File: config.mk
export PLATFORM = sky130hd
export DESIGN_NAME = regbank_port_ctrl
export DESIGN_NICKNAME = d
export VERILOG_FILES = /design/src/rtl/regbank_pkg.sv /design/src/rtl/regbank_port_ctrl.sv
export SDC_FILE = /design/constraint.sdc
export NUM_CORES = 1
export LEC_CHECK = 0
export CAP_MARGIN = 20
export CORE_MARGIN = 2
export CORE_UTILIZATION = 34
export CTS_CLUSTER_DIAMETER = 200
export DETAILED_ROUTE_END_ITERATION = 6
export GPL_TIMING_DRIVEN = 0
export PLACE_DENSITY = 0.71
export SLEW_MARGIN = 20
export SYNTH_ARGS = -nofsm -noshare
export SYNTH_HDL_FRONTEND = slang
export SYNTH_SLANG_ARGS = --single-unit
File: constraint.sdc
create_clock -name Clk -period 1.35 [get_ports Clk]
set_input_delay 0.27 -clock Clk [delete_from_list [all_inputs] [get_ports Clk]]
set_output_delay 0.27 -clock Clk [all_outputs]
set_load 0.05 [all_outputs]
File: src/rtl/regbank_pkg.sv
// Shared definitions for the MicroUAZ8 register-bank port controller:
// default widths, command op-codes and controller state encodings.
package regbank_pkg;

  localparam int RA_W_DEF   = 3;
  localparam int DATA_W_DEF = 8;

  localparam logic [1:0] OP_READ  = 2'b00;
  localparam logic [1:0] OP_WRITE = 2'b01;
  localparam logic [1:0] OP_FILL  = 2'b10;
  localparam logic [1:0] OP_RSVD  = 2'b11;

  typedef enum logic [2:0] {
    ST_IDLE  = 3'd0,
    ST_WRITE = 3'd1,
    ST_FILL  = 3'd2,
    ST_READ  = 3'd3,
    ST_RESP  = 3'd4
  } state_e;

endpackage

File: src/rtl/regbank_port_ctrl.sv
// Initiator-side controller that owns the register bank's SelR/RW/DW port and
// turns single read-pair / write / fill-all commands into bank cycles.
module regbank_port_ctrl
  import regbank_pkg::*;
#(
  parameter int RA_W   = RA_W_DEF,
  parameter int DATA_W = DATA_W_DEF
) (
  input  logic                Clk,
  input  logic                Rst,
  input  logic                Cmd_Valid,
  output logic                Cmd_Ready,
  input  logic [1:0]          Cmd_Op,
  input  logic [RA_W-1:0]     Cmd_SelX,
  input  logic [RA_W-1:0]     Cmd_SelY,
  input  logic [DATA_W-1:0]   Cmd_Data,
  output logic                Rsp_Valid,
  input  logic                Rsp_Ready,
  output logic [DATA_W-1:0]   Rsp_X,
  output logic [DATA_W-1:0]   Rsp_Y,
  output logic [2*RA_W-1:0]   SelR,
  output logic                RW,
  output logic [DATA_W-1:0]   DW,
  input  logic [DATA_W-1:0]   Rx,
  input  logic [DATA_W-1:0]   Ry
);

  localparam logic [RA_W-1:0] CNT_LAST = {RA_W{1'b1}};

  state_e              state_q, state_d;
  logic [RA_W-1:0]     cnt_q, cnt_d;
  logic [RA_W-1:0]     cntNext;
  logic [2*RA_W-1:0]   selR_q, selR_d;
  logic                rw_q, rw_d;
  logic [DATA_W-1:0]   dw_q, dw_d;
  logic                rspValid_q, rspValid_d;
  logic [DATA_W-1:0]   rspX_q, rspX_d;
  logic [DATA_W-1:0]   rspY_q, rspY_d;

  always_ff @(posedge Clk or negedge Rst) begin
    if (!Rst) begin
      state_q    <= ST_IDLE;
      cnt_q      <= '0;
      selR_q     <= '0;
      rw_q       <= 1'b0;
      dw_q       <= '0;
      rspValid_q <= 1'b0;
      rspX_q     <= '0;
      rspY_q     <= '0;
    end else begin
      state_q    <= state_d;
      cnt_q      <= cnt_d;
      selR_q     <= selR_d;
      rw_q       <= rw_d;
      dw_q       <= dw_d;
      rspValid_q <= rspValid_d;
      rspX_q     <= rspX_d;
      rspY_q     <= rspY_d;
    end
  end

  assign cntNext = cnt_q + 1'b1;

  // Bank-port registers are loaded one cycle ahead, so the values presented
  // while in WRITE/FILL/READ are computed on the edge that enters that cycle.
  always_comb begin
    state_d    = state_q;
    cnt_d      = cnt_q;
    selR_d     = '0;
    rw_d       = 1'b0;
    dw_d       = '0;
    rspValid_d = rspValid_q;
    rspX_d     = rspX_q;
    rspY_d     = rspY_q;

    case (state_q)
      ST_IDLE: begin
        if (Cmd_Valid) begin
          case (Cmd_Op)
            OP_WRITE: begin
              state_d = ST_WRITE;
              selR_d  = {{RA_W{1'b0}}, Cmd_SelX};
              rw_d    = 1'b1;
              dw_d    = Cmd_Data;
            end
            OP_FILL: begin
              state_d = ST_FILL;
              cnt_d   = '0;
              rw_d    = 1'b1;
              dw_d    = Cmd_Data;
            end
            OP_READ: begin
              state_d = ST_READ;
              selR_d  = {Cmd_SelX, Cmd_SelY};
            end
            default: begin
              state_d = ST_IDLE;
            end
          endcase
        end
      end

      ST_WRITE: begin
        state_d = ST_IDLE;
      end

      ST_FILL: begin
        if (cnt_q == CNT_LAST) begin
          state_d = ST_IDLE;
          cnt_d   = '0;
        end else begin
          cnt_d  = cntNext;
          selR_d = {{RA_W{1'b0}}, cntNext};
          rw_d   = 1'b1;
          dw_d   = dw_q;
        end
      end

      ST_READ: begin
        state_d    = ST_RESP;
        rspX_d     = Rx;
        rspY_d     = Ry;
        rspValid_d = 1'b1;
      end

      ST_RESP: begin
        if (Rsp_Ready) begin
          state_d    = ST_IDLE;
          rspValid_d = 1'b0;
        end
      end

      default: begin
        state_d = ST_IDLE;
      end
    endcase
  end

  assign Cmd_Ready = Rst && (state_q == ST_IDLE);
  assign SelR      = selR_q;
  assign RW        = rw_q;
  assign DW        = dw_q;
  assign Rsp_Valid = rspValid_q;
  assign Rsp_X     = rspX_q;
  assign Rsp_Y     = rspY_q;

endmodule
==> results by group <==
Critical path
  • Max FO, Critical Path: 3
  • Worst Path Class, Setup: flop to primary output
  • Critical path endpoint category: primary output
  • Worst Setup Start Kind: flop
  • Data arrival time of the worst path: 1.21 ns
  • CP required: ~1.1 ns

GRT
  • Initial antenna violation count: 0
  • Remaining Overflow, GRT: 0
  • First-pass GRT wire length: 6150 um
  • Vias in the first global route: 1,288
  • GRT Overall Usage: 15.4%
  • Pin count of the biggest net entering global routing: 31

STA
  • Final hold vios: 29
  • Final worst setup slack: -0.132 ns
  • RSZ-0062 raised after global routing: yes
  • Slew of the pin with the lowest slew margin: 0.419 ns
  • Fin crit share: 110%
  • Max Slew Vio Count: 0
  • Worst slew margin: 72.0%
  • Fin crit period: 1.48 ns
  • Hold WS: -0.0523 ns
  • Max Freq: approximately 670 MHz
  • Final Skew: 0.00480 ns
  • Final setup fails: 12

Detailed routing
  • Top layer in use: met4
  • Antenna-violating nets left: 0
  • Detail Route met3 WL: around 250 um
  • WL met1: around 1600 um
  • Drt via density: around 5
  • Total Wirelength: approximately 4000 um
  • Initial DRC count: 24
  • Via count: 1,234
  • DRC Markers: 0
  • Routed met2 length: 2030 um
  • First-pass detailed-route iteration total: 4
  • WL/cell: around 15 um

Power
  • Cell leakage power: 1.28 nW
  • Cell Pwr Density: around 2200 mW/mm2
  • Worst ir drop on vdd: 750 uV

Clocking
  • CTS Buf Count: 5
  • Clk_lat worst skew: around 0.28 ns
  • Root Driver: clkbuf_8
  • Clk pin slew, worst setup/hold paths: ~0.070 ns
  • H-Tree Level Count: 2
  • Worst-case clock buffer depth: 2
  • Hold Buf Count CTS: 1
  • TritonCTS clock tree: yes
  • Clk sinks: 38

Final layout
  • Share of layout cells above drive strength 1: between 40 and 50%
  • N_diodes: 0
  • Non-Filler Instances: 254
  • Core Util, Final: 58.3%
  • Most frequent cells in the layout: dfrtp_1, clkdlybuf4s50_1, clkdlybuf4s15_2
  • Nets: 242
  • Filler cell count: 366
  • Multi-input gate area: 656 um2
  • Post-route cell area: ~0.0027 mm2
  • Commonest non-fill, non-tap cell in the layout: dfrtp_1
  • P&R area growth vs syn: 66.6%
  • Sequential cell area: around 950 um2

Logic synthesis
  • Seq/Total Area, Yosys: 58.3%
  • Syn_nets: 153
  • Syn Inst Count: 111
  • Post-Syn Area per Cell: between 10 and 15 um2
  • Synth Warn #: 0
  • Synth cell types: 27
  • Yosys reg bits: 38
  • Mapped cell area: 0.00163 mm2

Floorplanning
  • FP Rows: 25
  • IO Pins: 69
  • Die X: 73.2 um
  • Die area: 0.00536 mm2
  • Overall die height: 73.2 um
  • Core footprint: 0.00466 mm2
  • Initial Util: 35.0%

Place
  • Port Buf Inserts: 68
  • Placed cell count: 234
  • Placer's final routability congestion estimate: between 0.8 and 0.9
  • Placed Area: 0.00241 mm2
  • Post-DP HPWL: roughly 2800 um

Outcome
  • Failing checks: negative hold slack, negative setup slack
  • Run status: finished with violations

Worst hold path
  • Hold Crit Class: input port to async pin

Run
  • MaxCap Viol Count: 0
-- logic make-up (layout without fill, tap and decap cells) --
logic type                 count (synthesis)  count (layout)  synth area share (%)
and+or+nand+nor                           25              25                  11.1
buffers and inverters                      6              95                  3.53
AOI/OAI and AO/OA                         20              20                  9.52
muxes                                     16              16                  12.9
adders and majority gates                  6               6                  4.60
DFF                                       38              38                  58.3
-- state kept, by name, summed over array words and instances (netlist names) --
name       count
DW             8
Rsp_X          8
Rsp_Y          8
SelR           6
cnt_q          3
state_q        3
RW             1
Rsp_Valid      1
-- worst max-delay path, stage by stage (launching register included) --
cell	delay [ns]
dfrtp_2	0.44
nor3_4	0.19
and2_4	0.17
buf_8	0.14
-- Yosys cell counts --
master	count	area, um2
buf_6	2	22.5
nand3_1	3	15.0
mux2_4	8	120
dfrtp_1	38	951
or4b_1	1	10.0
a21bo_2	2	20.0
nand3b_4	1	20.0
inv_1	2	7.51
a22oi_1	3	22.5
nor3_1	2	10.0
o22ai_1	1	6.26
a22o_1	8	70.1
ha_1	6	75.1
o21ai_0	3	15.0
nand3b_1	1	7.51
and3_1	3	18.8
or2_1	1	6.26
and2_1	2	12.5
buf_4	1	7.51
buf_12	1	20.0
a21o_1	1	7.51
nand2_1	5	18.8
nor2_1	4	15.0
nor4b_4	2	47.6
o31ai_1	1	7.51
a31oi_1	1	6.26
mux2_2	8	90.1
-- through the flow --
step | setup TNS, ns | power, mW | setup WS, ns
3_3_place_gp | -38.75 | 4.99 | -2.01
6_report | -0.730 | 5.90 | -0.132
4_1_cts | -2.34 | 5.97 | -0.181
3_5_place_dp | -7.99 | 5.09 | -0.682
5_1_grt | -2.03 | 6.21 | -0.180
2_1_floorplan | -0.351 | 3.98 | -0.0485
-- path summary, 6_finish.rpt --
kind	depth (start not counted)	from	end	slack [ns]
max	3	state_q[0]	Cmd_Ready	-0.13
min	2	Rst	Rsp_Y[3]	-0.05
max reg2reg	6	cnt_q[0]	cnt_q[0]	-0.10
min reg2reg	1	Rsp_Y[5]	Rsp_Y[5]	0.50
max in group asynchronous	2	Rst	Rsp_Y[0]	0.56
min in group Clk	3	Cmd_Op[1]	state_q[0]	0.41
-- routing by layer --
| layer | vias up | global-route usage, % |
|---|---|---|
| li1 | 579 | - |
| met1 | 609 | 18.1 |
| met2 | 44 | 26.2 |
| met3 | 2 | 5.25 |
| met4 | 0 | 4.94 |
| met5 | - | 0 |
-- repair_timing --
item                                   4_1_cts  5_1_grt
pin swaps                                    4        8
buffers inserted                            11        1
gates resized for setup                    112        9
cloned                                       2        0
endpoints found under the hold margin        9       29
setup endpoints to repair                   51       35
-- cell type report --
cell class              instances  share of cell area (%)
plain buffers                   2                    1.15
clock buffers                   7                    2.81
inverters                       2                   0.276
multi-input cells              67                    24.1
flip-flops and latches         38                    35.1
well taps                      54                    2.49
repair buffers                 84                    34.0
-- power breakdown --
group          leakage, nW  switching [mW]  internal (mW)
combinational        0.767            2.01           1.36
clock               0.0383           0.351          0.355
sequential           0.470           0.246           1.57
(Power assumes the default switching activity.)
